==> src/rtl/bcd_to_bin_seq.sv <==
`default_nettype none
// ============================================================================
// bcd_to_bin_seq : packed BCD to unsigned binary, one digit per clock, MSD first
// Revision 1.0
// ============================================================================
module bcd_to_bin_seq #(
    parameter int DIGITS = 3,
    parameter int BIN_W  = 10
) (
    input  logic                clk,
    input  logic                rst_n,
    input  logic                start,
    input  logic [4*DIGITS-1:0] bcd_in,
    output logic                busy,
    output logic                done,
    output logic [BIN_W-1:0]    bin_out,
    output logic                err
);

    typedef enum logic [1:0] {
        IDLE = 2'd0,
        CONV = 2'd1,
        DONE = 2'd2
    } state_t;

    localparam int CNT_W = (DIGITS > 1) ? $clog2(DIGITS + 1) : 1;
    localparam logic [CNT_W-1:0] LAST_CNT = CNT_W'(DIGITS - 1);

    state_t              state;
    state_t              state_next;
    logic [BIN_W-1:0]    acc;
    logic [BIN_W-1:0]    acc_next;
    logic [4*DIGITS-1:0] shreg;
    logic [CNT_W-1:0]    cnt;
    logic                bad_digit;
    logic                last_digit;

    always_comb begin
        bad_digit = 1'b0;
        for (int i = 0; i < DIGITS; i++) begin
            if (bcd_in[4*i +: 4] > 4'd9) begin
                bad_digit = 1'b1;
            end
        end
    end

    // acc*10 built from shifts; the MS nibble of the shift register is the next digit
    assign acc_next   = (acc << 3) + (acc << 1) + BIN_W'(shreg[4*DIGITS-1 -: 4]);
    assign last_digit = (cnt == LAST_CNT);

    always_comb begin
        state_next = state;
        case (state)
            IDLE:    if (start) state_next = bad_digit ? DONE : CONV;
            CONV:    if (last_digit) state_next = DONE;
            DONE:    state_next = IDLE;
            default: state_next = IDLE;
        endcase
    end

    always_ff @(posedge clk or negedge rst_n) begin
        if (!rst_n) begin
            state <= IDLE;
        end else begin
            state <= state_next;
        end
    end

    always_ff @(posedge clk or negedge rst_n) begin
        if (!rst_n) begin
            busy    <= 1'b0;
            done    <= 1'b0;
            bin_out <= '0;
            err     <= 1'b0;
            acc     <= '0;
            cnt     <= '0;
            shreg   <= '0;
        end else begin
            // Flags follow the next state so they are registered, not decoded from start
            busy <= (state_next != IDLE);
            done <= (state_next == DONE);
            case (state)
                IDLE: begin
                    if (start) begin
                        shreg <= bcd_in;
                        acc   <= '0;
                        cnt   <= '0;
                        err   <= bad_digit;
                        if (bad_digit) begin
                            bin_out <= '0;
                        end
                    end
                end
                CONV: begin
                    acc   <= acc_next;
                    shreg <= shreg << 4;
                    cnt   <= cnt + CNT_W'(1);
                    if (last_digit) begin
                        bin_out <= acc_next;
                    end
                end
                default: ;
            endcase
        end
    end

endmodule
`default_nettype wire

==> config.mk <==
export PLATFORM = sky130hd
export DESIGN_NAME = bcd_to_bin_seq
export DESIGN_NICKNAME = d
export VERILOG_FILES = /design/src/rtl/bcd_to_bin_seq.sv
export SDC_FILE = /design/constraint.sdc
export NUM_CORES = 1
export LEC_CHECK = 0
export BUFFER_PORTS_ARGS = -buffer_cell sky130_fd_sc_hd__buf_2
export CORE_UTILIZATION = 51
export CTS_BUF_LIST = sky130_fd_sc_hd__clkbuf_16
export CTS_CLUSTER_DIAMETER = 30
export CTS_CLUSTER_SIZE = 25
export DETAILED_ROUTE_END_ITERATION = 12
export PLACE_DENSITY = 0.75
export SYNTH_ARGS = -nofsm -noshare
export SYNTH_HDL_FRONTEND = slang
export SYNTH_SLANG_ARGS = --single-unit
==> constraint.sdc <==
create_clock -name clk -period 2.58 [get_ports clk]
set_input_delay 0.516 -clock clk [delete_from_list [all_inputs] [get_ports clk]]
set_output_delay 0.516 -clock clk [all_outputs]
set_load 0.01 [all_outputs]
==> summary.txt <==
Setup path
  – Critical Path Sink: acc[8]
  – CP arrival: 2.70 ns
  – WP depth: 9
  – R2R Setup Slk: 0.05 ns
  – Crit start category: flip-flop
  – Crit path max fanout: 2
  – Max incr delay on CP: 0.55 ns
  – CP cell instances: inv_2 > fa_1 > inv_2 > fa_2 > a21o_1 > a311o_1 > a21oi_2 > xnor2_2 > a22o_2
  – R2R Path Start: shreg[11]
  – Slowest CP cell: fa_1
  – Top delay family on crit path: adder cells
  – FF-to-FF End: acc[8]
  – Critical Path RT: 2.74 ns
  – Worst r2r path cells: 9
  – Crit path from: shreg[11]
  – Crit path capture type: flip-flop
  – Most used cell, CP: inv_2
  – WP buf/inv: 2
  – CP Class: reg2reg

Synth
  – Post-Synth XOR/XNOR Area: 3.07%
  – Post-synthesis mux area share: 4.20%
  – Synth Cell Area: 0.00199 mm²
  – Synth Warn #: 0
  – Cells after Synth: 204
  – Post-Synth Adder-Cell Area: 11.4%
  – Sequential area share after synthesis: 47.7%
  – FF+latch count, synth: 38
  – Distinct cells, synth: 33
  – Avg Inst Size Synth: 9.78 µm²
  – Net Count, Synth: 236
  – Largest family of logic cells by synthesized area: compound AO/OA/AOI/OAI gates
  – Compound-gate portion of the synthesized area: 18.2%
  – Post-synthesis simple-gate area fraction: 11.4%

Route
  – Met2 wire length: 1860 µm
  – Max Used Layer: met4
  – DR vias: 1,509
  – Antenna Nets Post-Route: 0
  – Residual DRC: 0
  – Starting DRT DRC Count: 47
  – Via/cell ratio: 5.29
  – WL final: 3860 µm
  – WL met3: 129 µm
  – 1st-pass router iterations: 4
  – WL met1: 1830 µm
  – DR WL/cell: 13.5 µm

Layout
  – Layout cells sized above 1: 23.6%
  – Area Growth Syn to Fin: 21.0%
  – Commonest non-fill, non-tap cells in the layout: nand2_1, dfrtp_1, o21ai_0, buf_2, ha_1
  – Final nets: 268
  – # diodes: 0

GRT
  – Total GRT Usage: 21.0%
  – Number of global-route vias before repair: 1,483
  – Grt ovf: 0
  – Largest net degree at the start of global routing: 39
  – Global-route wire length before repair: 6540 µm
  – Initial antenna violation count: 0

Die
  – Die W: 64.5 µm
  – Num ports: 28
  – FP Rows: 22
  – Core area: 0.00372 mm²
  – Starting Density: 53.7%
  – Die H: 64.5 µm
  – Area of the die: 0.00416 mm²

Timing
  – Final hold vios: 0
  – Final setup viols: 0
  – Unrepaired setup endpoints after global routing: yes
  – Fmax: 0.395 GHz
  – Rel. slew slack: 46.0%
  – Min Tclk post-route: 2.53 ns
  – Slew @ Worst Pin: 0.809 ns
  – Final period utilization: 98.1%
  – Final setup margin: 0.0482 ns
  – Worst Clk Skew: 0.00593 ns
  – Hold_ws: 0.327 ns
  – Final slew viol count: 0

Placed design
  – Port buffer count: 27
  – Final weighted congestion in routability-driven placement: 0.816
  – Hpwl dp: 2790 µm
  – Pre-CTS WS: -0.0869 ns

CTS
  – Clock tree sinks: 38
  – Maximum clock insertion buffer count: 2
  – CTS Buf Count: 5
  – H-tree depth: 2
  – Clk_lat worst skew: 0.28 ns
  – CTS tree: yes
  – CTS root buffer: clkbuf_16
  – Clk pin slew, worst setup/hold paths: 0.06 ns

Status
  – Run status: complete, no violations

Pwr
  – Leakage: 1.24 nW
  – Maximum vdd drop: 0.523 mV
  – Power per cell area: 1190 mW/mm²

Job
  – Max-cap violations: 0

Min path
  – Hold crit path type: in2async
kinds of logic (layout without fill, tap and decap cells):
logic type	Yosys count	in the layout
compound gates	58	58
xor+xnor	7	7
fa+ha+maj	17	17
buf+inv	20	53
flops	38	38
mux	8	8
simple gates	56	56
per-stage QoR:
stage          cells  total power [W]  cell area, µm²  util, %  TNS, ns
2_1_floorplan    204          0.00170            1990        -        0
3_3_place_gp     275          0.00199            2190     58.9  -0.0233
3_5_place_dp     275          0.00203            2190     58.9   -0.120
4_1_cts          283          0.00283            2380     64.1        0
5_1_grt          285          0.00308            2410     64.9   -0.183
6_report         285          0.00286            2410     64.9        0
layout make-up:
class | count | area (µm²)
fillers | 335 | 1300
well taps | 48 | 60.1
inverters | 11 | 41.3
clock buffers | 5 | 125
multi-input cells | 146 | 983
repair buffers | 34 | 188
flip-flops and latches | 38 | 951
clock inverters | 3 | 63.8
state kept, by name (all words and copies together) (netlist names):
register	cells
busy	1
bin_out	10
err	1
done	1
shreg	12
cnt	2
acc	9
state	2
repair_timing:
action,4_1_cts,5_1_grt
gates resized for setup,2,5
pin swaps,1,8
buffers inserted,0,2
setup endpoints to repair,2,5
hold buffers,0,0
routing by layer:
layer / track usage, % / up-vias
li1: - / 763
met1: 27.5 / 711
met2: 33.8 / 29
met3: 5.63 / 6
met4: 6.67 / 0
met5: 0 / -
cells in the mapped netlist (all sizes together):
| cell type | count | share of area, % |
|---|---|---|
| a32o | 2 | 1.0 |
| inv | 11 | 2.1 |
| a211oi | 2 | 0.75 |
| a21oi | 12 | 3.2 |
| o21ai | 28 | 7.0 |
| a21o | 4 | 1.5 |
| fa | 2 | 2.0 |
| nand2 | 38 | 7.2 |
| nand3 | 1 | 0.25 |
| xnor2 | 4 | 1.8 |
| a22oi | 4 | 2.2 |
| a311o | 1 | 0.50 |
| o21bai | 2 | 0.75 |
| o211ai | 1 | 0.38 |
| nor2 | 12 | 2.3 |
| nor2b | 1 | 0.31 |
| o31ai | 1 | 0.38 |
| nand2b | 1 | 0.31 |
| ha | 15 | 9.4 |
| dfrtp | 38 | 48 |
| mux2 | 3 | 1.7 |
| a22o | 1 | 0.50 |
| clkbuf | 3 | 0.56 |
| and2 | 1 | 0.31 |
| xor2 | 3 | 1.3 |
| buf | 6 | 1.4 |
| nor3 | 2 | 0.75 |
| mux2i | 5 | 2.5 |
worst min-delay path by stage:
stage	cells after the start	slack, ns	end	from
6_report	1	0.33	shreg[11]	rst_n
5_1_grt	1	0.41	shreg[9]	rst_n
4_1_cts	1	0.36	shreg[11]	rst_n
3_5_place_dp	2	0.47	bin_out[4]	bin_out[4]
3_3_place_gp	2	0.46	bin_out[4]	bin_out[4]
2_1_floorplan	0	0.22	acc[0]	rst_n
where the power goes:
group | leakage, nW | switching, W | total, W | internal [W]
Clock | 0.0915 | 0.000224 | 0.000774 | 0.000550
Sequential | 0.497 | 0.000181 | 0.00101 | 0.000827
Combinational | 0.656 | 0.000600 | 0.00108 | 0.000479
Total | 1.24 | 0.00101 | 0.00286 | 0.00186
worst reg2reg max path, delay by kind of cell, from the launching register on:
| kind | cells | cell delay (ns) |
|---|---|---|
| buffers and inverters | 2 | 0.11 |
| AO/OA/AOI/OAI | 4 | 0.90 |
| adder cells (fa/ha/maj) | 2 | 0.94 |
| XOR/XNOR | 1 | 0.10 |
| flip-flops | 1 | 0.37 |
Note: power is estimated with default switching activity, not from simulation.
